--- config.mk ---
export PLATFORM = sky130hd
export DESIGN_NAME = chacha_keystream_xor
export DESIGN_NICKNAME = d
export VERILOG_FILES = /design/src/rtl/chacha_keystream_xor.sv
export SDC_FILE = /design/constraint.sdc
export NUM_CORES = 2
export LEC_CHECK = 0
export ABC_AREA = 1
export CELL_PAD_IN_SITES_DETAIL_PLACEMENT = 0
export CELL_PAD_IN_SITES_GLOBAL_PLACEMENT = 1
export CORE_MARGIN = 5
export CORE_UTILIZATION = 37
export CTS_CLUSTER_DIAMETER = 80
export DETAILED_ROUTE_END_ITERATION = 8
export PLACE_DENSITY_LB_ADDON = 0.1
export REMOVE_ABC_BUFFERS = 1
export SYNTH_ARGS = -nofsm -noshare
export SYNTH_HDL_FRONTEND = slang
export SYNTH_SLANG_ARGS = --single-unit
--- constraint.sdc ---
create_clock -name clock -period 2 [get_ports clock]
set_input_delay 0.2 -clock clock [delete_from_list [all_inputs] [get_ports clock]]
set_output_delay 0.2 -clock clock [all_outputs]
set_load 0.02 [all_outputs]
--- src/rtl/chacha_keystream_xor.sv ---
// XORs a 32-bit Avalon-ST stream with one buffered 512-bit ChaCha keystream block, word by word.
// Define CHACHA_XOR_EOP_DISCARD_EN to drop unused keystream words at end-of-packet.
module chacha_keystream_xor (
    input  logic         clock,
    input  logic         reset_n,
    input  logic [511:0] ks_data,
    input  logic         ks_valid,
    output logic         ks_ready,
    input  logic [31:0]  in_data,
    input  logic         in_valid,
    input  logic         in_endofpacket,
    output logic         in_ready,
    output logic [31:0]  out_data,
    output logic         out_valid,
    output logic         out_endofpacket,
    input  logic         out_ready,
    input  logic         csr_write,
    input  logic         csr_read,
    input  logic [1:0]   csr_address,
    input  logic [31:0]  csr_writedata,
    output logic [31:0]  csr_readdata
);

    localparam logic [31:0] CSR_MAGIC = 32'h5EED_0C20;

    typedef enum logic {
        EMPTY  = 1'b0,
        LOADED = 1'b1
    } state_t;

    state_t            state;
    state_t            state_nxt;
    logic [15:0][31:0] ks_buf;
    logic [3:0]        idx;
    logic [31:0]       words_cnt;
    logic [31:0]       blocks_cnt;
    logic [31:0]       csr_mux;
    logic              flush_cmd;
    logic              clear_cmd;
    logic              ks_take;
    logic              xfer;
    logic              block_done;

    assign flush_cmd = csr_write && (csr_address == 2'd3);
    assign clear_cmd = csr_write && (csr_address == 2'd0) && csr_writedata[0];

    assign ks_ready  = (state == EMPTY);
    assign in_ready  = (state == LOADED) && (!out_valid || out_ready) && !flush_cmd;
    // A flush discards a block offered in the same cycle; the sender must re-present it.
    assign ks_take   = ks_valid && ks_ready && !flush_cmd;
    assign xfer      = in_valid && in_ready;

`ifdef CHACHA_XOR_EOP_DISCARD_EN
    assign block_done = xfer && ((idx == 4'd15) || in_endofpacket);
`else
    assign block_done = xfer && (idx == 4'd15);
`endif

    // NOTE: every always_comb output gets a default first so no path can infer a latch.
    always_comb begin
        state_nxt = state;
        if (flush_cmd) begin
            state_nxt = EMPTY;
        end else begin
            case (state)
                EMPTY:   if (ks_take)    state_nxt = LOADED;
                LOADED:  if (block_done) state_nxt = EMPTY;
                default: state_nxt = EMPTY;
            endcase
        end
    end

    // NOTE: sequential state uses non-blocking assignments so all registers update together.
    always_ff @(posedge clock or negedge reset_n) begin
        if (!reset_n) state <= EMPTY;
        else          state <= state_nxt;
    end

    // NOTE: the keystream buffer is reset too, so no previous key material survives a reset.
    always_ff @(posedge clock or negedge reset_n) begin
        if (!reset_n) begin
            ks_buf <= '0;
            idx    <= 4'd0;
        end else if (flush_cmd) begin
            idx <= 4'd0;
        end else if (ks_take) begin
            ks_buf <= ks_data;
            idx    <= 4'd0;
        end else if (xfer) begin
            idx <= block_done ? 4'd0 : idx + 4'd1;
        end
    end

    always_ff @(posedge clock or negedge reset_n) begin
        if (!reset_n) begin
            out_data        <= 32'd0;
            out_endofpacket <= 1'b0;
            out_valid       <= 1'b0;
        end else if (flush_cmd) begin
            out_valid <= 1'b0;
        end else if (xfer) begin
            out_data        <= in_data ^ ks_buf[idx];
            out_endofpacket <= in_endofpacket;
            out_valid       <= 1'b1;
        end else if (out_ready) begin
            out_valid <= 1'b0;
        end
    end

    // Clearing takes priority over a same-cycle increment.
    always_ff @(posedge clock or negedge reset_n) begin
        if (!reset_n) begin
            words_cnt  <= 32'd0;
            blocks_cnt <= 32'd0;
        end else if (clear_cmd) begin
            words_cnt  <= 32'd0;
            blocks_cnt <= 32'd0;
        end else begin
            if (xfer)    words_cnt  <= words_cnt + 32'd1;
            if (ks_take) blocks_cnt <= blocks_cnt + 32'd1;
        end
    end

    always_comb begin
        csr_mux = 32'd0;
        case (csr_address)
            2'd0:    csr_mux = words_cnt;
            2'd1:    csr_mux = blocks_cnt;
            2'd2:    csr_mux = {29'd0, out_valid, state == LOADED, idx == 4'd0};
            default: csr_mux = CSR_MAGIC;
        endcase
    end

    always_ff @(posedge clock or negedge reset_n) begin
        if (!reset_n)      csr_readdata <= 32'd0;
        else if (csr_read) csr_readdata <= csr_mux;
    end

endmodule

==> flow_metrics.tcl <==
set metrics [dict create \
    status "finished, final reports clean" \
    area_delta_synth_final_pct 35.1 \
    peakVddDrop_mv 0.832 \
    worst_slew_pin_slew_ps 559 \
    drive_above_1_share_pct 6.05 \
    critical_path.cell_chain "clkdlybuf4s50_1" \
    yosys.area.top_type "dfrtp_1" \
    antenna_found_initial 9 \
    wl_per_cell_um 19.1 \
    placed_cells 6081 \
    coreArea_um2 85300 \
    setup.worst_path.class "reg2out" \
    required_ps 1800 \
    clock.fmax_ghz 0.518 \
    ant_nets 0 \
    path_buf_inv 1 \
    end_kind "output pin" \
    min_period_ps 1930 \
    min_path_type "in2async" \
    grt_max_degree 100 \
    clockBufferDepth 3 \
    start_util_pct 37.3 \
    firstDrtPassIters 5 \
    ys_warn_count 0 \
    drv_cap 0 \
    cp_max_fo 2 \
    fin_skew_ps 26.7 \
    chipWidth_um 303 \
    synth_area_leaders "dfrtp_1, nand2_1, nand3_1" \
    io_buffers 622 \
    startpoint_type "register" \
    power.density_nw_per_um2 1310 \
    grt_pass1_wl_mm 179 \
    cp_data_arrival_time_ps 1730 \
    gr-total-overflow 0 \
    slew_headroom_pct 62.7 \
    rows 107 \
    cts_tree "done" \
    fin_nets 5609 \
    numClockSinks 647 \
    cts-root-buf "clkbuf_16" \
    num_vias 30200 \
    drtIter0Drc 2159 \
    critical_path.max_stage_delay_ps 650 \
    clock_latency_ps 620 \
    path_clk_slew_ps 60 \
    numCtsBuffers 77 \
    cp_top_family "buffers and inverters" \
    dieArea_um2 92100 \
    htree_levels 3 \
    syn_area_per_cell_um2 7.23 \
    synth-seq-area-share_pct 50.8 \
    setup-violations-final 0 \
    place.gp.congestion 0.859 \
    min_period_over_period_pct 96.5 \
    grt_pass1_vias 30400 \
    grtUsageTotal_pct 25.2 \
    drc 0 \
    die-height_um 303 \
    hold_viol 0 \
    slowest_stage "clkdlybuf4s50_1" \
    viasPerCell 4.85 \
    synthCells 4405 \
    num_io_pins 654 \
    synth_top_area_share_pct 50.8 \
    wl_mm 119 \
    instances_no_fill 6225 \
    dp_hpwl_mm 85.8 \
    ys_ff_latch 647 \
    timing.hold.ws_ps 82.3 \
    final-max-slew-violation-count 0 \
    rsz0062_at_grt "yes" \
    p_leak_nw 20.7 \
    syn_area_um2 31900 \
    yosysUniqueCellTypes 35 \
]
==> registers in the layout, indices dropped and copies added, names as in the netlist <==
name             cells
blocks_cnt          32
csr_readdata        32
idx                  4
ks_buf             512
out_data            32
out_endofpacket      1
out_valid            1
state                1
words_cnt           32
==> final cells by class <==
type / count / area [um^2]
inverters: 388 / 1480
repair buffers: 785 / 8250
clock buffers: 118 / 2370
fillers: 8631 / 42200
multi-input cells: 3120 / 13100
clock inverters: 17 / 218
diodes: 6 / 15.0
flip-flops and latches: 647 / 16200
well taps: 1144 / 1430
==> where the power goes <==
group | internal, W | switching, W
sequential | 0.0186 | 0.00274
clock | 0.00867 | 0.00573
combinational | 0.00799 | 0.0127
==> repair_timing <==
action | 4_1_cts | 5_1_grt
pin swaps | 0 | 0
endpoints found under the hold margin | 415 | 0
cloned | 0 | 1
setup buffers | 0 | 1
gates resized for setup | 2 | 6
setup endpoints to repair | 2 | 13
hold buffers | 1 | 0
==> worst paths after layout <==
check | start | endpoint | slack, ps | depth (start not counted)
min in group clock | ks_data[501] | ks_buf[501] | 110 | 3
max in group asynchronous | reset_n | ks_buf[377] | 980 | 3
setup / recovery | out_data[6] | out_data[6] | 70 | 1
setup reg to reg | idx[0] | out_data[12] | 120 | 10
hold reg to reg | ks_buf[171] | ks_buf[171] | 470 | 2
hold / removal | reset_n | ks_buf[72] | 80 | 2
==> metrics by stage <==
stage | TNS, ps | instance area [um^2] | setup slack [ps] | power (W) | utilization [%]
6_report | 0 | 43000 | 70.3 | 0.0564 | 50.5
5_1_grt | -34.2 | 43000 | -15.9 | 0.0607 | 50.5
4_1_cts | 0 | 43000 | 35.8 | 0.0569 | 50.4
3_5_place_dp | -1500 | 40400 | -73.1 | 0.0422 | 47.3
3_3_place_gp | -450 | 40400 | -76.6 | 0.0419 | 47.3
2_1_floorplan | -4521800 | 30700 | -9760 | 0.0325 | -
==> routing by layer <==
metal / wire length (um) / global-route usage (%)
met1: 51800 / 33.6
met4: 3370 / 7.36
met3: 6270 / 4.20
met2: 57500 / 42.7
met5: 36 / 0
==> cell usage after synthesis <==
master    number
o21ai_0      315
clkinv_1       3
buf_2        162
xnor2_1        1
clkbuf_1      71
nand2_1     2001
nand3_1      402
dfrtp_1      647
nor2_1       237
mux2_2         2
buf_6          1
a211oi_1       1
inv_4          1
nand3b_1       1
nor3_1        18
nand4_1       31
inv_2          3
or2_1          1
buf_1         10
o221ai_1       2
o22ai_1        2
clkbuf_2       2
nand2_4        1
xor2_1         1
nor3b_1        1
buf_4          4
nor2_2         4
inv_1        381
ha_1           4
a31oi_1       31
and3_1         2
nand2_2        1
nor2_4         1
o211ai_1      21
a21oi_1       39
==> cell usage in the layout (no fill, tap or decap), types with 2 or more instances in the layout <==
master,count
nor2_1,235
inv_1,379
a31oi_1,31
clkinv_1,2
buf_16,2
a21oi_1,39
clkdlybuf4s50_1,618
clkbuf_1,14
nor2_4,2
buf_12,59
nand3_1,401
mux2_2,2
inv_4,2
and3_1,2
o211ai_1,21
clkbuf_8,25
inv_6,2
nor3_1,18
diode_2,6
bufinv_16,4
ha_1,4
nor2_2,5
dfrtp_4,2
buf_4,100
clkinv_2,10
dfrtp_1,644
nand4_1,31
o221ai_1,2
o21ai_0,315
clkbuf_16,80
nand2_1,2001
clkinv_8,3
o22ai_1,2
==> cell families after synthesis <==
family | synth area share [%]
and+or+nand+nor | 33.9
adders and majority gates | 0.157
xor gates and xnor gates | 0.0550
muxes | 0.0707
buffers and inverters | 8.24
AOI/OAI and AO/OA | 6.78
DFF | 50.8
No activity file was read; power rests on OpenSTA's default activity.
